File: src/rtl/sad_frame_engine_if.sv
// Bundle between the SAD engine, the two row-buffer RAMs and the controlling host.
// The engine side uses the slave modport; the RAM/host environment uses master.
interface sad_frame_engine_if #(
   parameter int ROW_W  = 640,
   parameter int ADDR_W = 9,
   parameter int RSAD_W = 10,
   parameter int SAD_W  = 19
);
   logic              start;
   logic              ram_full_a;
   logic              ram_full_b;
   logic [ROW_W-1:0]  row_a;
   logic [ROW_W-1:0]  row_b;
   logic [ADDR_W-1:0] readAddr;
   logic              busy;
   logic              row_valid;
   logic [RSAD_W-1:0] row_sad;
   logic [ADDR_W-1:0] row_idx;
   logic              done;
   logic [SAD_W-1:0]  sad;
   logic [2:0]        dbg_state;

   // start is a level request sampled only in IDLE; row_valid/done are single-cycle
   // pulses with no back-pressure, and row_a/row_b follow readAddr by one cycle.
   modport master (
      output start, ram_full_a, ram_full_b, row_a, row_b,
      input  readAddr, busy, row_valid, row_sad, row_idx, done, sad, dbg_state
   );

   modport slave (
      input  start, ram_full_a, ram_full_b, row_a, row_b,
      output readAddr, busy, row_valid, row_sad, row_idx, done, sad, dbg_state
   );
endinterface

File: src/rtl/sad_frame_engine.sv
// Binary-frame SAD engine: reads both row buffers row by row, XORs each pair and
// accumulates the popcount one SEG_W-wide segment per cycle into row and frame totals.
module sad_frame_engine #(
   parameter int ROW_W  = 640,
   parameter int ROWS   = 480,
   parameter int ADDR_W = 9,
   parameter int SEG_W  = 64,
   parameter int RSAD_W = 10,
   parameter int SAD_W  = 19
) (
   input logic                clk,
   input logic                rst,
   sad_frame_engine_if.slave  bus
);

   localparam int NSEG = ROW_W / SEG_W;
   localparam int S_W  = (NSEG > 1) ? $clog2(NSEG) : 1;
   localparam int PC_W = $clog2(SEG_W + 1);

   typedef enum logic [2:0] {
      S_IDLE = 3'd0,
      S_LOAD = 3'd1,
      S_CAPT = 3'd2,
      S_SUM  = 3'd3,
      S_DONE = 3'd4
   } state_t;

   state_t            state_q, state_d;
   logic [ADDR_W-1:0] r_q, r_d;
   logic [ADDR_W-1:0] addr_q, addr_d;
   logic [S_W-1:0]    s_q, s_d;
   logic [ROW_W-1:0]  diff_q, diff_d;
   logic [RSAD_W-1:0] racc_q, racc_d;
   logic [SAD_W-1:0]  sad_q, sad_d;
   logic [RSAD_W-1:0] row_sad_q, row_sad_d;
   logic [ADDR_W-1:0] row_idx_q, row_idx_d;
   logic              row_valid_q, row_valid_d;

   logic [SEG_W-1:0]  seg;
   logic [PC_W-1:0]   seg_pop;
   logic [RSAD_W-1:0] row_tot;
   logic              last_seg;

   function automatic logic [PC_W-1:0] popcount(input logic [SEG_W-1:0] v);
      logic [PC_W-1:0] c;
      c = '0;
      for (int i = 0; i < SEG_W; i++) c = c + PC_W'(v[i]);
      return c;
   endfunction

   always_comb begin
      seg      = diff_q[s_q*SEG_W +: SEG_W];
      seg_pop  = popcount(seg);
      row_tot  = racc_q + RSAD_W'(seg_pop);
      last_seg = (s_q == S_W'(NSEG - 1));
   end

   always_comb begin
      state_d     = state_q;
      r_d         = r_q;
      addr_d      = addr_q;
      s_d         = s_q;
      diff_d      = diff_q;
      racc_d      = racc_q;
      sad_d       = sad_q;
      row_sad_d   = row_sad_q;
      row_idx_d   = row_idx_q;
      row_valid_d = 1'b0;
      unique case (state_q)
         S_IDLE: begin
            // Full flags matter only here; dropping them mid-run does not abort.
            if (bus.start && bus.ram_full_a && bus.ram_full_b) begin
               r_d     = '0;
               addr_d  = '0;
               sad_d   = '0;
               racc_d  = '0;
               state_d = S_LOAD;
            end
         end
         S_LOAD: state_d = S_CAPT;
         S_CAPT: begin
            diff_d  = bus.row_a ^ bus.row_b;
            s_d     = '0;
            racc_d  = '0;
            state_d = S_SUM;
         end
         S_SUM: begin
            racc_d = row_tot;
            s_d    = s_q + S_W'(1);
            if (last_seg) begin
               s_d         = '0;
               row_sad_d   = row_tot;
               row_idx_d   = r_q;
               row_valid_d = 1'b1;
               sad_d       = sad_q + SAD_W'(row_tot);
               if (r_q == ADDR_W'(ROWS - 1)) begin
                  state_d = S_DONE;
               end else begin
                  r_d     = r_q + ADDR_W'(1);
                  addr_d  = r_q + ADDR_W'(1);
                  state_d = S_LOAD;
               end
            end
         end
         S_DONE:  state_d = S_IDLE;
         default: state_d = S_IDLE;
      endcase
   end

   always_ff @(posedge clk) begin
      if (!rst) begin
         state_q     <= S_IDLE;
         r_q         <= '0;
         addr_q      <= '0;
         s_q         <= '0;
         diff_q      <= '0;
         racc_q      <= '0;
         sad_q       <= '0;
         row_sad_q   <= '0;
         row_idx_q   <= '0;
         row_valid_q <= 1'b0;
      end else begin
         state_q     <= state_d;
         r_q         <= r_d;
         addr_q      <= addr_d;
         s_q         <= s_d;
         diff_q      <= diff_d;
         racc_q      <= racc_d;
         sad_q       <= sad_d;
         row_sad_q   <= row_sad_d;
         row_idx_q   <= row_idx_d;
         row_valid_q <= row_valid_d;
      end
   end

   assign bus.readAddr  = addr_q;
   assign bus.busy      = (state_q == S_LOAD) || (state_q == S_CAPT) || (state_q == S_SUM);
   assign bus.done      = (state_q == S_DONE);
   assign bus.row_valid = row_valid_q;
   assign bus.row_sad   = row_sad_q;
   assign bus.row_idx   = row_idx_q;
   assign bus.sad       = sad_q;
   assign bus.dbg_state = state_q;

endmodule

File: src/flat_wrapper.sv
// flat-port wrapper written by rule: the top's interface ports become plain ports
module sad_frame_engine_flat 
#(
   parameter int ROW_W  = 640,
   parameter int ROWS   = 480,
   parameter int ADDR_W = 9,
   parameter int SEG_W  = 64,
   parameter int RSAD_W = 10,
   parameter int SAD_W  = 19
)
  (clk, rst, bus_start, bus_ram_full_a, bus_ram_full_b, bus_row_a, bus_row_b, bus_readAddr, bus_busy, bus_row_valid, bus_row_sad, bus_row_idx, bus_done, bus_sad, bus_dbg_state);
  sad_frame_engine_if #(.ROW_W(ROW_W), .ADDR_W(ADDR_W), .RSAD_W(RSAD_W), .SAD_W(SAD_W)) bus_i ();
  input logic clk;
  input logic rst;
  input wire logic [$bits(bus_i.start)-1:0] bus_start;
  input wire logic [$bits(bus_i.ram_full_a)-1:0] bus_ram_full_a;
  input wire logic [$bits(bus_i.ram_full_b)-1:0] bus_ram_full_b;
  input wire logic [$bits(bus_i.row_a)-1:0] bus_row_a;
  input wire logic [$bits(bus_i.row_b)-1:0] bus_row_b;
  output wire logic [$bits(bus_i.readAddr)-1:0] bus_readAddr;
  output wire logic [$bits(bus_i.busy)-1:0] bus_busy;
  output wire logic [$bits(bus_i.row_valid)-1:0] bus_row_valid;
  output wire logic [$bits(bus_i.row_sad)-1:0] bus_row_sad;
  output wire logic [$bits(bus_i.row_idx)-1:0] bus_row_idx;
  output wire logic [$bits(bus_i.done)-1:0] bus_done;
  output wire logic [$bits(bus_i.sad)-1:0] bus_sad;
  output wire logic [$bits(bus_i.dbg_state)-1:0] bus_dbg_state;
  assign bus_i.start = bus_start;
  assign bus_i.ram_full_a = bus_ram_full_a;
  assign bus_i.ram_full_b = bus_ram_full_b;
  assign bus_i.row_a = bus_row_a;
  assign bus_i.row_b = bus_row_b;
  assign bus_readAddr = bus_i.readAddr;
  assign bus_busy = bus_i.busy;
  assign bus_row_valid = bus_i.row_valid;
  assign bus_row_sad = bus_i.row_sad;
  assign bus_row_idx = bus_i.row_idx;
  assign bus_done = bus_i.done;
  assign bus_sad = bus_i.sad;
  assign bus_dbg_state = bus_i.dbg_state;
  sad_frame_engine #(.ROW_W(ROW_W), .ROWS(ROWS), .ADDR_W(ADDR_W), .SEG_W(SEG_W), .RSAD_W(RSAD_W), .SAD_W(SAD_W)) u_core (.clk(clk), .rst(rst), .bus(bus_i));
endmodule
File: config.mk
export PLATFORM = sky130hd
export DESIGN_NAME = sad_frame_engine_flat
export DESIGN_NICKNAME = d
export VERILOG_FILES = /design/src/rtl/sad_frame_engine_if.sv /design/src/rtl/sad_frame_engine.sv /design/src/flat_wrapper.sv
export SDC_FILE = /design/constraint.sdc
export NUM_CORES = 2
export LEC_CHECK = 0
export ABC_AREA = 1
export CORE_AREA = 2 2 527 529
export CTS_CLUSTER_SIZE = 20
export DETAILED_ROUTE_END_ITERATION = 8
export DIE_AREA = 0 0 529 531
export GPL_TIMING_DRIVEN = 0
export PLACE_DENSITY = 0.4
export SLEW_MARGIN = 20
export SYNTH_ARGS = -nofsm -noshare
export SYNTH_HDL_FRONTEND = slang
export SYNTH_SLANG_ARGS = --single-unit
File: constraint.sdc
create_clock -name clk -period 8.35 [get_ports clk]
set_clock_uncertainty 0.05 [all_clocks]
set_input_delay 1.67 -clock clk [delete_from_list [all_inputs] [get_ports clk]]
set_output_delay 1.67 -clock clk [all_outputs]
set_load 0.005 [all_outputs]
==> impl_metrics.ini <==
[run_status]
run_status = finished with violations
failed_checks = negative setup slack

[cts]
htreeDepth = 3
clk_latency_ps = 730
clk_pin_slew_worst_paths_ps = 60
clock_tree.root_cell = clkbuf_16
clock_buffer_count_from_cts = 88
cts_tree = yes
max-clock-path-buffers = 3
hold_buffers = 0
clock_sinks = 705

[global_routing]
pin_count_of_the_biggest_net_entering_global_routing = 14
grt_usage = 0.238
grt_pass1_vias = 40600
grt_pass1_wl_mm = 429
antenna_found_initial = 328
gr-total-overflow = 0

[routing]
drt_antenna_net_count = 0
vias_per_cell = 4.30
detail_route.first_pass.iterations = 6
drt-initial-drc-count = 3671
drt-total-wl_mm = 349
drc = 0
drt-wirelength-per-cell_um = 36.0
vias = 41700

[timing]
timing_hold_violations_final = 0
relSlewSlack = 0.165
clock_period_minus_final_worst_setup_slack_ps = 9840
timing.setup.tns_ps = -32180
final.period_utilization = 1.18
final_max_slew_viol_count = 0
report.final.setup_viol = 36
timing_worst_slew_pin_value_ps = 1250
rsz0062_at_grt = true
timing.final.ws_setup_ps = -1490
max_freq_mhz = 102

[critical_path]
critical_path_required_ps = 8920
ff2ff_setup_slack_ps = -1490
critical_path.reg2reg.endpoint = u_core.bus.sad[16]$_SDFFE_PN0P_
reg2reg_from = u_core.s_q[0]$_SDFFE_PN0P_
setup.worst_path.start_class = flop
arrival_ps = 10410
crit_path_max_fanout = 10
cpMaxStageDelayCell = fa_1
worst-setup-path-type = reg2reg
crit_path_max_incr_delay_ps = 600
worstSetupStartpoint = u_core.s_q[0]$_SDFFE_PN0P_
worstSetupEndpointType = flop
critical-path-top-cell-by-count = fa_1
worstRegToRegCells = 40

[floorplan]
floorplan.die.width_um = 529
placeableCoreArea_mm2 = 0.275
floorplan.die_area_mm2 = 0.281
core.rowCount = 193
count_of_boundary_i_o_pins = 1338
die_h_um = 531
start_util = 0.135

[logic_synthesis]
async_reset_ff_frac = 0
syn-instance-count = 4451
synthFlopType = dfxtp_1
synthDominantAreaCellType = dfxtp_1
synth_edf_count = 0
netlist_top_cells_area = dfxtp_1, xnor2_1, o21ai_0
synth.net_count = 5830
postSynthAreaPerCell_um2 = 8.33
ys_seq_area_frac = 0.381
synthesis.yosys.warnings = 0
post_synth_num_cell_types = 41
yosysTopAreaCellShare = 0.381
postSynthRegisterBits = 705
mappedNetlistArea_mm2 = 0.0371

[min_path]
timing.hold.worst.class = reg2reg
hold_depth = 2
whs_endpoint = u_core.diff_q[313]$_SDFFE_PN0P_
holdCritStartpoint = u_core.diff_q[313]$_SDFFE_PN0P_

[placement]
dpl-instance-area_mm2 = 0.0552
portBuffers = 1336
place.gp.congestion = 0.923
dp_worst_setup_slack_ps = -2840
detailedPlacementHpwl_mm = 300

[power_and_ir_drop]
powerDensity_mw_per_mm2 = 415
static-leakage-power_nw = 21.2
vdd.ir_drop.worst_mv = 1.45

[run]
drv_cap = 0

[final_layout]
synthToLayoutAreaGrowth_pct = 64.5
final_nets = 7315
post_route_cells_drive_above_1_share = 0.130
filler_cell_count = 30300
post-route-cell-area_mm2 = 0.0610
==> worst max-delay path: cells and delay by family (launching register included) <==
| kind | cells | cell delay [ps] |
|---|---|---|
| AOI/OAI and AO/OA | 4 | 1320 |
| DFF | 1 | 370 |
| buffers and inverters | 7 | 990 |
| adders and majority gates | 12 | 5440 |
| and+or+nand+nor | 16 | 1390 |
| xor gates and xnor gates | 1 | 150 |
==> routing by layer <==
layer	up-vias	routed length, µm	global-route usage
li1	18500	-	-
met1	20000	139000	0.283
met2	2422	165000	0.400
met3	720	29300	0.0674
met4	102	15500	0.100
met5	-	653	0
==> synthesized netlist by cell type (84+ instances only) <==
master / instances
inv_1: 128
dfxtp_1: 705
clkbuf_1: 186
o221ai_1: 105
a211oi_1: 209
a211oi_2: 84
xnor2_1: 640
a21oi_1: 411
nor2_1: 615
o21ai_0: 671
nand2_1: 180
buf_2: 123
==> cell usage in the layout, fill, tap and decap left out, drive strengths merged, types with 38 or more instances in the layout <==
master	n
clkdlybuf4s50	1336
dfxtp	705
o21ai	676
xnor2	640
nor2	623
a21oi	411
clkbuf	299
a211oi	293
buf	219
nand2	183
inv	139
o221ai	105
diode	86
nand3	85
fa	56
mux2i	49
ha	38
==> stage by stage <==
step                cells  power, mW  hold slack (ps)   util
CTS                  9586       21.8              411  0.218
global placement     9394       13.9              394  0.200
detailed placement   9395       13.9              402  0.201
global route         9663       26.7              440  0.221
finish               9703       25.3              406  0.222
floorplan            4451       10.4              380      -
==> layout make-up <==
class / instances / area [µm²] / share of cell area
clock inverters: 45 / 621 / 0.0102
repair buffers: 1396 / 14000 / 0.230
flip-flops and latches: 705 / 14100 / 0.231
multi-input cells: 3265 / 22400 / 0.366
well taps: 3607 / 4510 / 0.0740
plain buffers: 344 / 2140 / 0.0352
inverters: 136 / 532 / 0.00872
diodes: 86 / 215 / 0.00353
clock buffers: 119 / 2500 / 0.0410
==> worst max-delay path by stage <==
stage,depth (start not counted),end,slack [ps]
after floorplan,43,u_core.bus.sad[16]$_SDFFE_PN0P_,-70
after global placement,42,u_core.bus.sad[17]$_SDFFE_PN0P_,-3450
after detailed placement,41,u_core.bus.sad[17]$_SDFFE_PN0P_,-2840
after CTS,41,u_core.bus.sad[16]$_SDFFE_PN0P_,-1440
after global routing,43,u_core.bus.sad[18]$_SDFFE_PN0P_,-1770
final,40,u_core.bus.sad[16]$_SDFFE_PN0P_,-1490
==> logic make-up after synthesis <==
group,Yosys count,share of synthesized area
adders and majority gates,94,0.0431
buffers and inverters,481,0.0552
muxes,49,0.0132
DFF,705,0.381
and+or+nand+nor,919,0.0994
xor gates and xnor gates,650,0.154
AOI/OAI and AO/OA,1553,0.255
==> power by group <==
| part | switching, mW | internal (mW) | total, mW |
|---|---|---|---|
| Combinational | 9.02 | 7.58 | 16.6 |
| Sequential | 0.536 | 3.94 | 4.47 |
| Clock | 1.77 | 2.49 | 4.26 |
==> flip-flops by register name, summed over array words and instances, names as in the netlist <==
register and count:
u_core.bus.row_valid 1, u_core.diff_q 640, u_core.bus.sad 19, u_core.racc_q 10
u_core.bus.row_idx 9, u_core.bus.dbg_state 3, u_core.bus.row_sad 10, u_core.s_q 4
u_core.r_q 9
==> repair_timing <==
action | CTS | global route
hold endpoints to repair | 0 | 0
cloned | 2 | 2
buffers inserted | 26 | 30
endpoints found under the setup margin | 39 | 36
gates resized for setup | 323 | 163
pin swaps | 48 | 70
Note: power is estimated with default switching activity, not from simulation.
